File: config.mk
export PLATFORM = sky130hd
export DESIGN_NAME = in_service_ctrl_flat
export DESIGN_NICKNAME = d
export VERILOG_FILES = /design/src/rtl/pic_pkg.sv /design/src/rtl/in_service_ctrl_if.sv /design/src/rtl/pic_prio_pick.sv /design/src/rtl/in_service_ctrl.sv /design/src/flat_wrapper.sv
export SDC_FILE = /design/constraint.sdc
export NUM_CORES = 1
export LEC_CHECK = 0
export CELL_PAD_IN_SITES_DETAIL_PLACEMENT = 1
export CELL_PAD_IN_SITES_GLOBAL_PLACEMENT = 1
export CORE_UTILIZATION = 45
export CTS_CLUSTER_SIZE = 20
export DETAILED_ROUTE_END_ITERATION = 10
export HOLD_SLACK_MARGIN = 0.03
export PLACE_DENSITY_LB_ADDON = 0.12
export SYNTH_ARGS = -nofsm -noshare
export SYNTH_HDL_FRONTEND = slang
export SYNTH_SLANG_ARGS = --single-unit
File: constraint.sdc
create_clock -name CLK -period 5.6 [get_ports CLK]
set_input_delay 0.56 -clock CLK [delete_from_list [all_inputs] [get_ports CLK]]
set_output_delay 0.56 -clock CLK [all_outputs]
set_load 0.05 [all_outputs]
File: src/rtl/pic_pkg.sv
// Shared encodings for the PIC in-service controller: OCW2 command codes and
// the INTA acknowledge state type.
package pic_pkg;

    // OCW2 {R,SL,EOI} command codes
    localparam logic [2:0] OCW2_ROT_AEOI_CLR = 3'b000;
    localparam logic [2:0] OCW2_NS_EOI       = 3'b001;
    localparam logic [2:0] OCW2_NOP          = 3'b010;
    localparam logic [2:0] OCW2_SP_EOI       = 3'b011;
    localparam logic [2:0] OCW2_ROT_AEOI_SET = 3'b100;
    localparam logic [2:0] OCW2_ROT_NS       = 3'b101;
    localparam logic [2:0] OCW2_SET_PR       = 3'b110;
    localparam logic [2:0] OCW2_ROT_SP       = 3'b111;

    // INTA handshake progress
    typedef enum logic {
        ST_IDLE,
        ST_ACK
    } inta_state_e;

endpackage

File: src/rtl/in_service_ctrl_if.sv
// Bus between the PIC control logic / priority resolver (master) and the
// in-service controller (slave).
interface in_service_ctrl_if #(
    parameter int N_CH  = 8,
    parameter int LVL_W = $clog2(N_CH)
);

    logic             ICW_INIT;
    logic             INTA_STB;
    logic [N_CH-1:0]  CHOSEN;
    logic             AEOI;
    logic             OCW2_VALID;
    logic [2:0]       OCW2_CMD;
    logic [LVL_W-1:0] OCW2_LEVEL;
    logic [N_CH-1:0]  ISR;
    logic [LVL_W-1:0] LOWEST_PRIO;
    logic [LVL_W-1:0] ACTIVE_LEVEL;
    logic             ISR_ACTIVE;
    logic             SPURIOUS;

    modport master (
        output ICW_INIT, INTA_STB, CHOSEN, AEOI, OCW2_VALID, OCW2_CMD, OCW2_LEVEL,
        input  ISR, LOWEST_PRIO, ACTIVE_LEVEL, ISR_ACTIVE, SPURIOUS
    );

    modport slave (
        input  ICW_INIT, INTA_STB, CHOSEN, AEOI, OCW2_VALID, OCW2_CMD, OCW2_LEVEL,
        output ISR, LOWEST_PRIO, ACTIVE_LEVEL, ISR_ACTIVE, SPURIOUS
    );

endinterface

File: src/rtl/pic_prio_pick.sv
// Rotating highest-priority finder: level lowest_prio+1 (mod N_CH) is the
// highest priority, lowest_prio itself the lowest.
module pic_prio_pick #(
    parameter int N_CH  = 8,
    parameter int LVL_W = $clog2(N_CH)
) (
    input  logic [N_CH-1:0]  vec,
    input  logic [LVL_W-1:0] lowest_prio,
    output logic             found,
    output logic [LVL_W-1:0] level
);

    // Walk from lowest to highest priority so the last hit is the winner
    always_comb begin
        int unsigned     idx;
        logic [LVL_W-1:0] lvl;
        found = 1'b0;
        level = '0;
        idx   = 0;
        lvl   = '0;
        for (int unsigned k = 0; k < N_CH; k++) begin
            idx = 32'(lowest_prio) + 32'(N_CH) - k;
            if (idx >= 32'(N_CH)) begin
                idx = idx - 32'(N_CH);
            end
            lvl = LVL_W'(idx);
            if (vec[lvl]) begin
                found = 1'b1;
                level = lvl;
            end
        end
    end

endmodule

File: src/rtl/in_service_ctrl.sv
// In-service register controller: sets ISR bits on INTA handshakes, clears
// them on AEOI or OCW2 EOI commands and tracks the rotating priority base.
module in_service_ctrl
    import pic_pkg::*;
#(
    parameter int N_CH        = 8,
    parameter int LVL_W       = $clog2(N_CH),
    parameter int INTA_PULSES = 2
) (
    input logic              CLK,
    input logic              RST_N,
    in_service_ctrl_if.slave bus
);

    localparam int               CNT_W   = $clog2(INTA_PULSES + 1);
    localparam logic [LVL_W-1:0] LVL_MAX = LVL_W'(N_CH - 1);

    inta_state_e      state_q, state_d;
    logic [CNT_W-1:0] cnt_q, cnt_d;
    logic [LVL_W-1:0] ack_lvl_q, ack_lvl_d;
    logic             spur_q, spur_d;
    logic [N_CH-1:0]  isr_q, isr_d;
    logic [LVL_W-1:0] lowest_q, lowest_d;
    logic             rot_aeoi_q, rot_aeoi_d;
    logic             spurious_q, spurious_d;

    logic [N_CH-1:0]  set_mask, clr_mask;
    logic             chosen_found, isr_found;
    logic [LVL_W-1:0] chosen_lvl, isr_lvl;
    logic             level_ok;

    pic_prio_pick #(.N_CH(N_CH), .LVL_W(LVL_W)) u_pick_chosen (
        .vec         (bus.CHOSEN),
        .lowest_prio (lowest_q),
        .found       (chosen_found),
        .level       (chosen_lvl)
    );

    pic_prio_pick #(.N_CH(N_CH), .LVL_W(LVL_W)) u_pick_isr (
        .vec         (isr_q),
        .lowest_prio (lowest_q),
        .found       (isr_found),
        .level       (isr_lvl)
    );

    assign level_ok = int'(bus.OCW2_LEVEL) < N_CH;

    // Next-state for the INTA FSM, ISR masks, priority base and AEOI-rotate flag.
    // The OCW2 block runs after the INTA block so its rotation wins a tie.
    always_comb begin
        state_d    = state_q;
        cnt_d      = cnt_q;
        ack_lvl_d  = ack_lvl_q;
        spur_d     = spur_q;
        lowest_d   = lowest_q;
        rot_aeoi_d = rot_aeoi_q;
        spurious_d = 1'b0;
        set_mask   = '0;
        clr_mask   = '0;

        case (state_q)
            ST_IDLE: begin
                if (bus.INTA_STB) begin
                    state_d = ST_ACK;
                    cnt_d   = CNT_W'(1);
                    if (chosen_found) begin
                        set_mask[chosen_lvl] = 1'b1;
                        ack_lvl_d            = chosen_lvl;
                        spur_d               = 1'b0;
                    end else begin
                        spur_d     = 1'b1;
                        spurious_d = 1'b1;
                    end
                end
            end
            ST_ACK: begin
                if (bus.INTA_STB) begin
                    cnt_d = cnt_q + CNT_W'(1);
                    if (cnt_d == CNT_W'(INTA_PULSES)) begin
                        state_d = ST_IDLE;
                        cnt_d   = '0;
                        if (bus.AEOI && !spur_q) begin
                            clr_mask[ack_lvl_q] = 1'b1;
                            if (rot_aeoi_q) begin
                                lowest_d = ack_lvl_q;
                            end
                        end
                    end
                end
            end
            default: state_d = ST_IDLE;
        endcase

        if (bus.OCW2_VALID && level_ok) begin
            case (bus.OCW2_CMD)
                OCW2_NS_EOI: begin
                    if (isr_found) clr_mask[isr_lvl] = 1'b1;
                end
                OCW2_SP_EOI: clr_mask[bus.OCW2_LEVEL] = 1'b1;
                OCW2_ROT_NS: begin
                    if (isr_found) begin
                        clr_mask[isr_lvl] = 1'b1;
                        lowest_d          = isr_lvl;
                    end
                end
                OCW2_ROT_SP: begin
                    clr_mask[bus.OCW2_LEVEL] = 1'b1;
                    lowest_d                 = bus.OCW2_LEVEL;
                end
                OCW2_SET_PR:       lowest_d   = bus.OCW2_LEVEL;
                OCW2_ROT_AEOI_SET: rot_aeoi_d = 1'b1;
                OCW2_ROT_AEOI_CLR: rot_aeoi_d = 1'b0;
                OCW2_NOP:          ;
                default:           ;
            endcase
        end

        isr_d = (isr_q & ~clr_mask) | set_mask;
    end

    // State registers; ICW_INIT acts as a synchronous reset that beats everything
    always_ff @(posedge CLK or negedge RST_N) begin
        if (!RST_N) begin
            state_q    <= ST_IDLE;
            cnt_q      <= '0;
            ack_lvl_q  <= '0;
            spur_q     <= 1'b0;
            isr_q      <= '0;
            lowest_q   <= LVL_MAX;
            rot_aeoi_q <= 1'b0;
            spurious_q <= 1'b0;
        end else if (bus.ICW_INIT) begin
            state_q    <= ST_IDLE;
            cnt_q      <= '0;
            ack_lvl_q  <= '0;
            spur_q     <= 1'b0;
            isr_q      <= '0;
            lowest_q   <= LVL_MAX;
            rot_aeoi_q <= 1'b0;
            spurious_q <= 1'b0;
        end else begin
            state_q    <= state_d;
            cnt_q      <= cnt_d;
            ack_lvl_q  <= ack_lvl_d;
            spur_q     <= spur_d;
            isr_q      <= isr_d;
            lowest_q   <= lowest_d;
            rot_aeoi_q <= rot_aeoi_d;
            spurious_q <= spurious_d;
        end
    end

    assign bus.ISR          = isr_q;
    assign bus.LOWEST_PRIO  = lowest_q;
    assign bus.ACTIVE_LEVEL = isr_found ? isr_lvl : '0;
    assign bus.ISR_ACTIVE   = |isr_q;
    assign bus.SPURIOUS     = spurious_q;

endmodule

File: src/flat_wrapper.sv
// flat-port wrapper written by rule: the top's interface ports become plain ports
module in_service_ctrl_flat import pic_pkg::*;
#(
    parameter int N_CH        = 8,
    parameter int LVL_W       = $clog2(N_CH),
    parameter int INTA_PULSES = 2
)
  (CLK, RST_N, bus_ICW_INIT, bus_INTA_STB, bus_CHOSEN, bus_AEOI, bus_OCW2_VALID, bus_OCW2_CMD, bus_OCW2_LEVEL, bus_ISR, bus_LOWEST_PRIO, bus_ACTIVE_LEVEL, bus_ISR_ACTIVE, bus_SPURIOUS);
  in_service_ctrl_if #(.N_CH(N_CH), .LVL_W(LVL_W)) bus_i ();
  input logic CLK;
  input logic RST_N;
  input wire logic [$bits(bus_i.ICW_INIT)-1:0] bus_ICW_INIT;
  input wire logic [$bits(bus_i.INTA_STB)-1:0] bus_INTA_STB;
  input wire logic [$bits(bus_i.CHOSEN)-1:0] bus_CHOSEN;
  input wire logic [$bits(bus_i.AEOI)-1:0] bus_AEOI;
  input wire logic [$bits(bus_i.OCW2_VALID)-1:0] bus_OCW2_VALID;
  input wire logic [$bits(bus_i.OCW2_CMD)-1:0] bus_OCW2_CMD;
  input wire logic [$bits(bus_i.OCW2_LEVEL)-1:0] bus_OCW2_LEVEL;
  output wire logic [$bits(bus_i.ISR)-1:0] bus_ISR;
  output wire logic [$bits(bus_i.LOWEST_PRIO)-1:0] bus_LOWEST_PRIO;
  output wire logic [$bits(bus_i.ACTIVE_LEVEL)-1:0] bus_ACTIVE_LEVEL;
  output wire logic [$bits(bus_i.ISR_ACTIVE)-1:0] bus_ISR_ACTIVE;
  output wire logic [$bits(bus_i.SPURIOUS)-1:0] bus_SPURIOUS;
  assign bus_i.ICW_INIT = bus_ICW_INIT;
  assign bus_i.INTA_STB = bus_INTA_STB;
  assign bus_i.CHOSEN = bus_CHOSEN;
  assign bus_i.AEOI = bus_AEOI;
  assign bus_i.OCW2_VALID = bus_OCW2_VALID;
  assign bus_i.OCW2_CMD = bus_OCW2_CMD;
  assign bus_i.OCW2_LEVEL = bus_OCW2_LEVEL;
  assign bus_ISR = bus_i.ISR;
  assign bus_LOWEST_PRIO = bus_i.LOWEST_PRIO;
  assign bus_ACTIVE_LEVEL = bus_i.ACTIVE_LEVEL;
  assign bus_ISR_ACTIVE = bus_i.ISR_ACTIVE;
  assign bus_SPURIOUS = bus_i.SPURIOUS;
  in_service_ctrl #(.N_CH(N_CH), .LVL_W(LVL_W), .INTA_PULSES(INTA_PULSES)) u_core (.CLK(CLK), .RST_N(RST_N), .bus(bus_i));
endmodule
==> impl_metrics.py <==
metrics = {
    "critical_path": {
        "start_kind": "flop",
        "required_ns": 5.04,
        "path_common_cell": "inv_1",
        "cp.arrival_ns": 4.52,
        "r2r_start": "u_core.bus.LOWEST_PRIO[1]",
        "worstPathCellList": "inv_1, ha_1, mux4_2, mux2_2, o22ai_1, o221ai_1, a31oi_1, inv_1, clkdlybuf4s50_1",
        "worstSetupPathType": "flop to output pin",
        "crit_path_end_kind": "output pin",
        "worst_path_max_delay_cell": "dfstp_2",
        "startpoint": "u_core.bus.LOWEST_PRIO[1]",
        "slowest_delay_ns": 0.97,
        "cp_max_fo": 26,
    },
    "place": {
        "io_buffers": 35,
        "hpwlAfterDp_mm": 6.81,
        "routabilityCongestion": 0.920,
    },
    "timing": {
        "finalHoldViolCount": 0,
        "timing.fmax_mhz": 197,
        "clock_skew_ns": 0.00129,
        "tns_ns": 0,
        "rsz0062_at_grt": "false",
        "post-route-period-util_pct": 90.7,
        "maxSlewHeadroom_pct": 41.7,
        "min_period_ns": 5.08,
        "drv_slew": 0,
        "setup_viol": 0,
        "tightest_slew_ns": 0.872,
        "timing.hold.ws_ns": 0.545,
    },
    "clock_tree": {
        "cts_sinks": 20,
        "post_cts_buffers": 0,
        "root_buffer": "clkbuf_8",
        "hold_buffers": 0,
        "insertion_delay_ns": 0.26,
        "cts_buffer_depth": 2,
        "cts.htree.levels": 1,
        "cts_tree": "yes",
        "path_clk_slew_ns": 0.07,
        "postCtsResizedCells": 0,
        "cts_buffers": 3,
    },
    "synth": {
        "synth.distinct_cells": 67,
        "ys_ff_latch": 20,
        "synthFlopType": "dfrtp_1",
        "synthCells": 320,
        "yosys.area_share.simple_pct": 21.2,
        "syn_area_per_cell_um2": 8.86,
        "yosysSeqAreaShare_pct": 17.8,
        "synth_area_mm2": 0.00283,
        "syn_nets": 342,
        "synth_compound_area_share_pct": 23.6,
        "synth-async-reset-ratio_pct": 100,
        "yosysWarnings": 0,
        "synth_edf_count": 0,
        "synth_top_family_by_area": "multiplexers",
        "synth-adder-area-share_pct": 0.883,
        "synth_xor_area_share_pct": 1.85,
        "synth.mux.area_fraction_pct": 29.3,
    },
    "global_route": {
        "grt_max_degree": 27,
        "antenna_found_initial": 0,
        "grtUsageTotal_pct": 28.9,
        "grt_remaining_overflow": 0,
        "grt_pass1_wl_mm": 14.5,
        "first_global_vias": 2793,
    },
    "pwr": {
        "power.leakage_nw": 1.26,
        "fin_total_pwr_uw": 844,
        "peakVddDrop_v": 0.000171,
        "switchingPower_uw": 422,
        "pwr-share-comb_pct": 65.3,
        "p_clk_share_pct": 11.5,
        "power_density_mw_per_mm2": 259,
        "p_int_uw": 421,
        "switching_share_pct": 50.1,
        "p_seq_share_pct": 23.2,
    },
    "floorplan": {
        "core-area_mm2": 0.00599,
        "dieWidth_um": 81.4,
        "die-height_um": 81.4,
        "fp-row-count": 28,
        "io_pins": 36,
        "dieArea_mm2": 0.00662,
        "initial_core_util_pct": 47.3,
    },
    "drt": {
        "drtIter0Drc": 203,
        "drt-pass1-iter-count": 4,
        "routed_wl_mm": 8.96,
        "ant_nets": 0,
        "wire_per_inst_um": 21.3,
        "vias": 2802,
        "drc": 0,
        "viasPerCell": 6.66,
    },
    "final_layout": {
        "synthToLayoutAreaGrowth_pct": 14.7,
        "drive_gt1_share_pct": 15.0,
        "nets": 369,
        "diodes": 0,
        "n_fill_cell": 725,
    },
    "hold_path": {
        "hp-class": "flop to flop",
        "hp-start": "u_core.rot_aeoi_q",
    },
    "run": {
        "cap_violations": 0,
    },
    "run_status": {
        "outcome": "complete, no violations",
    },
}
## flip-flops by register name (all words and copies together) (netlist names)
signal / flops
u_core.ack_lvl_q: 3
u_core.bus.ISR: 8
u_core.bus.LOWEST_PRIO: 3
u_core.bus.SPURIOUS: 1
u_core.cnt_q: 2
u_core.rot_aeoi_q: 1
u_core.spur_q: 1
u_core.state_q: 1
## cell families (layout without fill, tap and decap cells)
family                     count (synthesis)  count (layout)
AOI/OAI and AO/OA                         95              95
xor gates and xnor gates                   6               6
adders and majority gates                  2               2
buffers and inverters                     31              57
DFF                                       20              20
muxes                                     45              45
and+or+nand+nor                          121             121
## final timing paths
| kind | end | slack [ns] | cells after the start |
|---|---|---|---|
| hold reg to reg | u_core.rot_aeoi_q | 0.54 | 2 |
| setup / recovery | bus_ACTIVE_LEVEL[2] | 0.52 | 9 |
| hold / removal | u_core.rot_aeoi_q | 0.54 | 2 |
| max in group asynchronous | u_core.ack_lvl_q[0] | 4.27 | 1 |
| setup reg to reg | u_core.bus.ISR[1] | 1.07 | 12 |
| min in group asynchronous | u_core.bus.ISR[4] | 0.79 | 1 |
## per-stage QoR
step | util [%] | instances | setup slack (ns) | cell area (um^2)
3_3_place_gp | 53.5 | 417 | 0.964 | 3210
5_1_grt | 54.3 | 421 | 0.259 | 3250
4_1_cts | 54.3 | 421 | 0.556 | 3250
6_report | 54.3 | 421 | 0.520 | 3250
2_1_floorplan | - | 320 | 1.44 | 2830
3_5_place_dp | 53.5 | 417 | 0.863 | 3210
## cell type report
class	instances	area [um^2]	share of cell area [%]
Clock buffer	4	45.0	1.39
Inverter	15	56.3	1.73
Tap cell	75	93.8	2.89
Timing Repair Buffer	38	373	11.5
Sequential cell	20	504	15.5
Multi-Input combinational cell	269	2180	67.0
## power groups by stage
stage	Sequential (mW)	Clock (mW)	Combinational, mW
floorplan	0.204	0	0.381
global placement	0.196	0	0.535
detailed placement	0.197	0	0.545
CTS	0.195	0.0992	0.546
global route	0.199	0.105	0.594
finish	0.196	0.0973	0.550
## worst max-delay path: cells and delay by family (launching register included)
kind,cells,cell delay [ns]
AO/OA/AOI/OAI,3,0.94
buffers and inverters,3,1.10
multiplexers,2,0.82
adder cells (fa/ha/maj),1,0.44
flip-flops,1,0.97
## placed cells by master, fill, tap and decap left out, drive strengths merged, types with 3 or more instances in the layout
cell type	netlist	routed
nand3b	3	3
nand2	40	40
nor3	6	6
and3	4	4
nand4	4	4
dfstp	3	3
nand2b	5	5
a31oi	3	3
a22oi	7	7
xor2	3	3
buf	10	3
nor2b	3	3
dfrtp	17	17
xnor2	3	3
o21a	3	3
a21oi	20	20
mux2i	12	12
o21ai	19	19
and2	5	5
inv	15	15
a211oi	3	3
o311ai	4	4
nor2	30	30
mux2	6	6
mux4	27	27
o22ai	6	6
o221ai	4	4
nand3	9	9
clkdlybuf4s50	0	35
clkbuf	6	4
nor4	8	8
a21o	3	3
## synth_stat cells, drive strengths merged (3+ instances only)
| cell | count | area [um^2] |
|---|---|---|
| nand2 | 40 | 150 |
| nor2 | 30 | 113 |
| mux4 | 27 | 627 |
| a21oi | 20 | 104 |
| o21ai | 19 | 98.9 |
| dfrtp | 17 | 425 |
| inv | 15 | 56.3 |
| mux2i | 12 | 133 |
| buf | 10 | 71.3 |
| nand3 | 9 | 45.0 |
| nor4 | 8 | 56.3 |
| a22oi | 7 | 52.6 |
| clkbuf | 6 | 22.5 |
| mux2 | 6 | 71.3 |
| nor3 | 6 | 40.0 |
| o22ai | 6 | 37.5 |
| and2 | 5 | 31.3 |
| nand2b | 5 | 38.8 |
| and3 | 4 | 25.0 |
| nand4 | 4 | 25.0 |
| o221ai | 4 | 35.0 |
| o311ai | 4 | 35.0 |
| a211oi | 3 | 27.5 |
| a21o | 3 | 22.5 |
| a31oi | 3 | 18.8 |
| dfstp | 3 | 78.8 |
| nand3b | 3 | 22.5 |
| nor2b | 3 | 18.8 |
| o21a | 3 | 22.5 |
| xnor2 | 3 | 26.3 |
| xor2 | 3 | 26.3 |
## per-layer routing
layer  routed length, um  up-vias  GRT usage [%]
met5                   0        -              0
met4                  83        0           6.07
met3                 220        7           2.13
met2                4560       52           49.9
met1                4100     1430           39.3
li1                    -     1313              -
No activity file was read; power rests on OpenSTA's default activity.
